**src/rtl/mul_req_arbiter.sv**
```systemverilog
// Round-robin arbiter that shares one 32x32 signed multiplier among N_REQ requesters.
// One job is in flight at a time: IDLE -> SETUP -> START -> WAIT -> RESP -> IDLE.
module mul_req_arbiter #(
    parameter int unsigned N_REQ   = 4,
    parameter int unsigned TIMEOUT = 100
) (
    input  logic                  clk,
    input  logic                  rst,
    input  logic [N_REQ-1:0]      req_valid,
    input  logic [32*N_REQ-1:0]   req_a,
    input  logic [32*N_REQ-1:0]   req_b,
    output logic [N_REQ-1:0]      req_ready,
    output logic                  rsp_valid,
    output logic [1:0]            rsp_id,
    output logic [63:0]           rsp_product,
    output logic                  rsp_error,
    output logic                  mul_start,
    output logic [31:0]           mul_a,
    output logic [31:0]           mul_b,
    input  logic                  mul_done,
    input  logic [63:0]           mul_product,
    output logic                  busy
);

    localparam int unsigned ID_W  = 2;
    localparam int unsigned OP_W  = 32;
    localparam int unsigned SEL_W = $clog2(OP_W * N_REQ);
    localparam int unsigned CNT_W = $clog2(TIMEOUT + 1);

    typedef enum logic [2:0] {
        S_IDLE,
        S_SETUP,
        S_START,
        S_WAIT,
        S_RESP
    } state_t;

    state_t             state;
    state_t             next_state;
    logic [ID_W-1:0]    last_grant;
    logic [ID_W-1:0]    cur_id;
    logic [CNT_W-1:0]   wait_cnt;

    logic               grant_any;
    logic [ID_W-1:0]    grant_id;
    logic [ID_W-1:0]    rr_idx;
    logic               accept;
    logic [SEL_W-1:0]   sel_base;
    logic               done_ok;
    logic               timeout_hit;

    // Round-robin search starting just after the last granted requester.
    always_comb begin
        grant_any = 1'b0;
        grant_id  = '0;
        rr_idx    = '0;
        for (int unsigned k = 1; k <= N_REQ; k++) begin
            rr_idx = last_grant + ID_W'(k);
            if (!grant_any && req_valid[rr_idx]) begin
                grant_any = 1'b1;
                grant_id  = rr_idx;
            end
        end
    end

    assign accept   = (state == S_IDLE) && !rst && grant_any;
    assign sel_base = SEL_W'(grant_id) * SEL_W'(OP_W);

    // A done seen in the first WAIT cycle may be left over from a previous job.
    assign done_ok     = (state == S_WAIT) && mul_done && (wait_cnt > CNT_W'(1));
    assign timeout_hit = (state == S_WAIT) && (wait_cnt == CNT_W'(TIMEOUT));

    always_comb begin
        req_ready = '0;
        if (accept) begin
            req_ready[grant_id] = 1'b1;
        end
    end

    // State register.
    always_ff @(posedge clk) begin
        if (rst) begin
            state <= S_IDLE;
        end else begin
            state <= next_state;
        end
    end

    // Next-state logic.
    always_comb begin
        next_state = state;
        case (state)
            S_IDLE: begin
                if (grant_any) begin
                    next_state = S_SETUP;
                end
            end
            S_SETUP: next_state = S_START;
            S_START: next_state = S_WAIT;
            S_WAIT: begin
                if (done_ok || timeout_hit) begin
                    next_state = S_RESP;
                end
            end
            S_RESP:  next_state = S_IDLE;
            default: next_state = S_IDLE;
        endcase
    end

    // Registered outputs, job context and WAIT counter.
    always_ff @(posedge clk) begin
        if (rst) begin
            last_grant  <= ID_W'(N_REQ - 1);
            cur_id      <= '0;
            wait_cnt    <= '0;
            busy        <= 1'b0;
            mul_start   <= 1'b0;
            mul_a       <= '0;
            mul_b       <= '0;
            rsp_valid   <= 1'b0;
            rsp_id      <= '0;
            rsp_product <= '0;
            rsp_error   <= 1'b0;
        end else begin
            busy      <= (next_state != S_IDLE);
            mul_start <= (next_state == S_START);
            rsp_valid <= (next_state == S_RESP);

            if (next_state == S_WAIT) begin
                wait_cnt <= (state == S_WAIT) ? wait_cnt + CNT_W'(1) : CNT_W'(1);
            end else begin
                wait_cnt <= '0;
            end

            // Operands go straight to the multiplier ports and stay there until the next accept.
            if (accept) begin
                last_grant <= grant_id;
                cur_id     <= grant_id;
                mul_a      <= req_a[sel_base +: OP_W];
                mul_b      <= req_b[sel_base +: OP_W];
            end

            if ((state == S_WAIT) && (next_state == S_RESP)) begin
                rsp_id      <= cur_id;
                rsp_product <= done_ok ? mul_product : '0;
                rsp_error   <= !done_ok;
            end
        end
    end

endmodule

```
**config.mk**
```make
export PLATFORM = sky130hd
export DESIGN_NAME = mul_req_arbiter
export DESIGN_NICKNAME = d
export VERILOG_FILES = /design/src/rtl/mul_req_arbiter.sv
export SDC_FILE = /design/constraint.sdc
export NUM_CORES = 1
export LEC_CHECK = 0
export CAP_MARGIN = 40
export CORE_AREA = 2 2 182 184
export CTS_CLUSTER_SIZE = 12
export DETAILED_ROUTE_END_ITERATION = 16
export DIE_AREA = 0 0 184 186
export PLACE_DENSITY = 0.62
export SETUP_SLACK_MARGIN = 0.1
export SLEW_MARGIN = 20
export SYNTH_ARGS = -nofsm -noshare
export SYNTH_HDL_FRONTEND = slang
export SYNTH_SLANG_ARGS = --single-unit
```
**constraint.sdc**
```tcl
create_clock -name clk -period 2.55 [get_ports clk]
set_input_delay 0.6375 -clock clk [delete_from_list [all_inputs] [get_ports clk]]
set_output_delay 0.6375 -clock clk [all_outputs]
set_load 0.05 [all_outputs]
```
Word-level counts from Yosys, hierarchy flattened
Cells that the tools add are included.
Widths: inputs -> output; s select.

word-level totals
  register bits = 148
  input bits = 327
  output and inout bits = 138
  word-level logic and storage cells = 79

cells by class
  $add $sub $neg = 4
  magnitude comparators = 7
  equality and inequality tests = 7
  shifts and indexed selects = 2
  muxes and demuxes = 24
  bitwise operators = 2
  reduce and logical (&&, ||, !) cells = 20

operators by type and width
  kind                 count
  $shiftx 128x8->32    2
  $mux 64              1
  $lt 2x3->1 const B   5
  $eq 3x2->1 const B   4
  $pmux 3 s4           1
  $logic_and 1x1->1    10
  $mux 1               10
  $bmux 1 s2           4
  $mux 2               4
  $add 7x1->7 const B  1
  $eq 7x7->1 const B   1
  $gt 7x1->1 const B   1
  $mux 3               2
  $logic_not 1->1      5
  $add 2x2->2 const B  2
  $mux 4               1
  $eq 3x1->1 const B   1
  $eq 3x3->1 const B   1
  $logic_not 3->1      1
  $reduce_bool 3->1    1
  $reduce_or 3->1      1
  $add 2x1->2 const B  1
  $demux 1 s2          1
  $ge 2x1->1 const B   1
  other kinds (3)      4

Logic depth before layout (Yosys ltp)
  depth in word-level cells = 18
  depth in mapped cells = 9
  depth with buffers taken out = 7

Least setup slack after synthesis
No wires, ideal clock.

  path kind = input-to-output
  from = in req_valid[2]
  to = out req_ready[1]
  arrival time = 2126 ps
  required time = 1913 ps
  path slack = -213 ps
  cell stages on the path = 6
  buffers on the path = 2
  cells stage by stage = nor2_1 -> o21a_1 -> buf_2 -> clkbuf_1 -> nor3_1 -> nor2_1

between the ends
  cells in the longest elaborated chain, start to end = 17
  elaborated cells on any way between the ends = 29
  those cells by class = 2 x order compare; 19 x mux; 8 x reduce/logical

RTL lines
  item                                                            line  text
  start, declared                                                 9     input logic [N_REQ-1:0] req_valid,
  $bmux 1 s2                                                      59    if (!grant_any && req_valid[rr_idx]) begin
  $mux 1 (implied by the code)                                    59
  $mux 1                                                          59
  $logic_not 1->1                                                 59
  $logic_and 1x1->1                                               59
  $mux 1                                                          59
  $logic_not 1->1                                                 59
  $logic_and 1x1->1                                               59
  $mux 1                                                          59
  $logic_not 1->1                                                 59
  $logic_and 1x1->1                                               59
  $mux 2                                                          59
  $lt 2x3->1 (implied by the code) or $ge 2x1->1 (tied branches)  76    req_ready[grant_id] = 1'b1;
  $logic_and 1x1->1 (implied by the code)                         76
  $mux 1 (implied by the code)                                    76
  $demux 1 s2                                                     76
  $mux 4 *                                                        75    if (accept) begin
  end, declared                                                   12    output logic [N_REQ-1:0] req_ready,

Every way passes the cells marked *; elsewhere a longest branch is shown, timed or not. The select of a mux whose other input is x is not followed.

Final worst setup path
  from = in rst
  to = out req_ready[1]

between the ends
  cells in the longest elaborated chain, start to end = 4

RTL lines
  item                             line  text
  start, declared                  8     input logic rst,
  $logic_not 1->1                  66    assign accept = (state == S_IDLE) && !rst && grant_any;
  $logic_and 1x1->1 (2 in series)  66
  $mux 4                           75

Every way passes these cells.

==> parameters.txt <==
Parameter                              Value

Status
  Status ... completed

Worst setup path
  Critical path class ... in -> out
  Crit-path slowest cell ... and3b_2
  Reg2reg start ... last_grant[0]
  CP cell instances ... dlygate4sd2_1, nor2_1, and3b_2, o21ai_4, buf_12, nor2_4, buf_12
  Top cell by count, worst path ... buf_12
  Buffering stage count on the worst path with inverters included ... 3
  Worst path max stage delay ... 0.26 ns
  Kind of cell adding the most delay to the critical path ... buffers and inverters
  CP Launch Point ... rst
  Maximum fanout along the worst path ... 3
  Worst Setup End Kind ... output pin
  Required arrival time at the worst endpoint ... 1.91 ns
  Arrival @ worst endpoint ... 1.78 ns
  Startpoint type of the worst setup path ... input port

Power and ir drop
  Switching portion of total power ... 36.6%
  Highest ir drop seen on vdd ... 482 uV
  Total power of the final layout ... 8.63 mW
  Register share of total power ... 31.2%
  Power Density ... 639 nW/um2
  Net Sw Power ... 3.16 mW
  Static leakage power ... 5.08 nW
  Clock group share of total power ... 29.1%
  Internal Pwr Total ... 5.48 mW
  Part of the power in combinational logic ... 39.6%

Synth
  Largest cells by area after synthesis ... dfxtp_1 40%, mux2i_1 9.0%, a22o_1 7.6%, a21o_1 6.6%, o211ai_1 6.5%
  Number of enable flip-flop cells after synthesis ... 0
  Register area share after synthesis ... 40.0%
  Flip-flop cell with the highest count after synthesis ... dfxtp_1
  Number of standard cells after synthesis ... 767
  Number of synthesized register bits ... 148
  Post-synth net total ... 1097
  Cell type with the largest total area after synthesis ... dfxtp_1
  Async S/R FF share, synth ... 0%
  Distinct cell type count of the synthesized netlist ... 48
  Post-Syn Area ... 7410 um2
  Top-area cell type share of the netlist area ... 40.0%
  Syn. warnings ... 0
  Mean area per synthesized cell ... 9.66 um2

Place
  Post-detailed-placement cell area ... 12800 um2
  Post-placement cell count ... 1609
  Post-detailed-placement half-perimeter wirelength ... 24500 um
  RD Place Congestion ... 0.804
  Count of port buffers added during placement ... 464

Worst hold path
  Hold/Removal Path Class ... reg -> reg
  Source of the worst hold timing path ... cur_id[1]

Routing
  Remaining routing DRC violations ... 0
  Wire length per cell after detailed routing ... 20.4 um
  First-iteration detailed-routing DRC count ... 319
  Routed wire length ... 33600 um
  Routed Antenna Nets ... 0
  Vias after detailed routing ... 8154
  Number of optimization iterations in the first detailed-route pass ... 5
  Via-to-Cell Ratio ... 4.95

Die
  Number of ports placed on the die boundary ... 465
  Die footprint ... 34200 um2
  Starting density of the core ... 23.0%
  Vert. Die Dim ... 186 um
  Horiz. Die Dim ... 184 um
  Core outline area ... 32200 um2
  Standard-cell rows ... 66

Clock tree
  Insertion delay to the later sink of the worst-skew pair ... 0.43 ns
  TritonCTS clock tree ... done
  H-Tree Depth ... 4
  Sink Count ... 148
  Total clock buffers created by CTS ... 17
  Clock input transition at the sequential cells of the worst setup and hold paths ... 0.06 ns
  Clock tree root driver cell ... clkbuf_16
  Buffer levels on the longest clock path ... 2

Global route
  GRT Resource Usage Total ... 19.0%
  Global-route wire length before repair ... 49100 um
  Overflow left after global routing ... 0
  Maximum number of pins on one net before global-route repair ... 65
  Number of antenna violations at the first check in global routing ... 1
  Vias in the first global route ... 8347

Cells and area
  Fill cell count ... 3152
  Growth of design area from synthesis to finish ... 82.2%
  Commonest non-fill, non-tap cell in the layout ... clkdlybuf4s50_1
  Post-route standard cell area excluding fillers ... 13500 um2
  Top library cells by usage in the layout, fill and taps aside ... 455 x clkdlybuf4s50_1, 146 x dfxtp_1, 68 x nand2_1, 67 x mux2i_1, 66 x nand4_1
  Post-layout nets ... 1555
  Share of layout cells above drive strength 1 ... 11.0%
  Count of placed standard cells in the final layout, fillers left out ... 1647

STA
  Unrepaired setup endpoints after global routing ... true
  Slew at the pin closest to its max-slew limit ... 0.598 ns
  Highest clock rate ... 414 MHz
  Relative slew slack ... 60.0%
  Part of the cycle the worst path needs ... 94.6%
  Number of endpoints with negative hold slack in the final report ... 0
  Setup Skew ... 0.00817 ns
  Max-slew violation count ... 0
  Final setup vio count ... 0
  Minimum clock period ... 2.41 ns
  Worst hold slack ... 0.445 ns

Run
  Max-Cap Viols ... 0
-- cell usage after synthesis, types with 2 or more instances --
cell / number
nand3_1: 3
buf_2: 46
nor2_1: 23
mux2i_1: 67
nand2_1: 69
o211ai_1: 64
nor2b_1: 2
inv_1: 3
a211oi_1: 3
nand2b_1: 3
nor4_4: 3
a22o_1: 64
o21a_1: 2
buf_12: 7
buf_6: 4
nand4_1: 66
xor2_1: 2
dfxtp_1: 148
buf_4: 7
a21o_1: 65
o31ai_1: 64
xnor2_1: 3
clkbuf_1: 20
o21ai_1: 2
buf_1: 2
ha_1: 3
-- registers in the layout (all words and copies together), names as in the netlist --
register	cells
busy	1
mul_start	1
rsp_error	1
mul_a	32
wait_cnt	7
last_grant	2
state	3
mul_b	32
rsp_product	64
rsp_id	2
rsp_valid	1
cur_id	2
-- power groups by stage --
stage	clock network, mW	logic [mW]	registers, mW
after floorplan	0	1.12	3.49
after global placement	0	3.39	2.74
after detailed placement	0	3.40	2.74
after CTS	2.61	3.45	2.70
after global routing	2.71	3.61	2.72
final	2.51	3.42	2.70
-- cells by family (layout without fill, tap and decap cells) --
logic type / after synthesis / in the layout / synth area share, %
AOI/OAI and AO/OA: 274 / 274 / 29.1
and+or+nand+nor: 180 / 180 / 13.1
DFF: 148 / 148 / 40.0
buffers and inverters: 90 / 561 / 7.65
muxes: 67 / 67 / 9.05
xor gates and xnor gates: 5 / 5 / 0.591
adders and majority gates: 3 / 3 / 0.507
other: 0 / 1 / 0
-- worst paths after layout --
check | slack (ns) | cells past startpoint | endpoint
worst min register to register | 0.45 | 2 | cur_id[1]
worst max-delay path | 0.14 | 7 | req_ready[1]
worst max register to register | 0.40 | 7 | mul_b[28]
worst min-delay path | 0.45 | 2 | cur_id[1]
-- timing repair --
| item | 4_1_cts | 5_1_grt |
|---|---|---|
| pin swaps | 4 | 1 |
| endpoints found under the setup margin | 4 | 4 |
| buffers inserted | 4 | 1 |
| hold buffers | 0 | 0 |
| resized for setup | 33 | 1 |
-- worst register-to-register path: stages, from the launching register on --
cell and delay, ns:
dfxtp_2 0.33, and2b_2 0.26, o21a_4 0.23, buf_4 0.13, buf_4 0.29, o31ai_1 0.52
a21o_1 0.19, o211ai_1 0.07
-- area by class of cell --
| cell class | count | area [um2] | area share (%) |
|---|---|---|---|
| Multi-Input combinational cell | 529 | 4040 | 29.9 |
| Timing Repair Buffer | 526 | 5400 | 40.0 |
| Antenna cell | 1 | 2.50 | 0.0185 |
| Clock buffer | 20 | 457 | 3.38 |
| Tap cell | 408 | 510 | 3.78 |
| Sequential cell | 148 | 2970 | 22.0 |
| Clock inverter | 12 | 121 | 0.899 |
| Inverter | 3 | 11.3 | 0.0834 |
-- stage by stage --
stage               worst slack [ns]  util [%]  TNS, ns
CTS                           0.0987      41.9        0
finish                         0.137      41.9        0
global route                  0.0606      41.9        0
detailed placement            -0.371      39.9   -17.64
global placement              -0.366      39.9   -16.48
floorplan                      0.107         -        0
-- layer usage --
layer / track usage (%) / vias up / part of all wire [%]
met1: 21.5 / 3884 / 39
li1: - / 3853 / -
met5: 0 / - / 0
met2: 33.6 / 388 / 50
met4: 5.34 / 0 / 1.4
met3: 6.89 / 29 / 9.4
(Power assumes the default switching activity.)
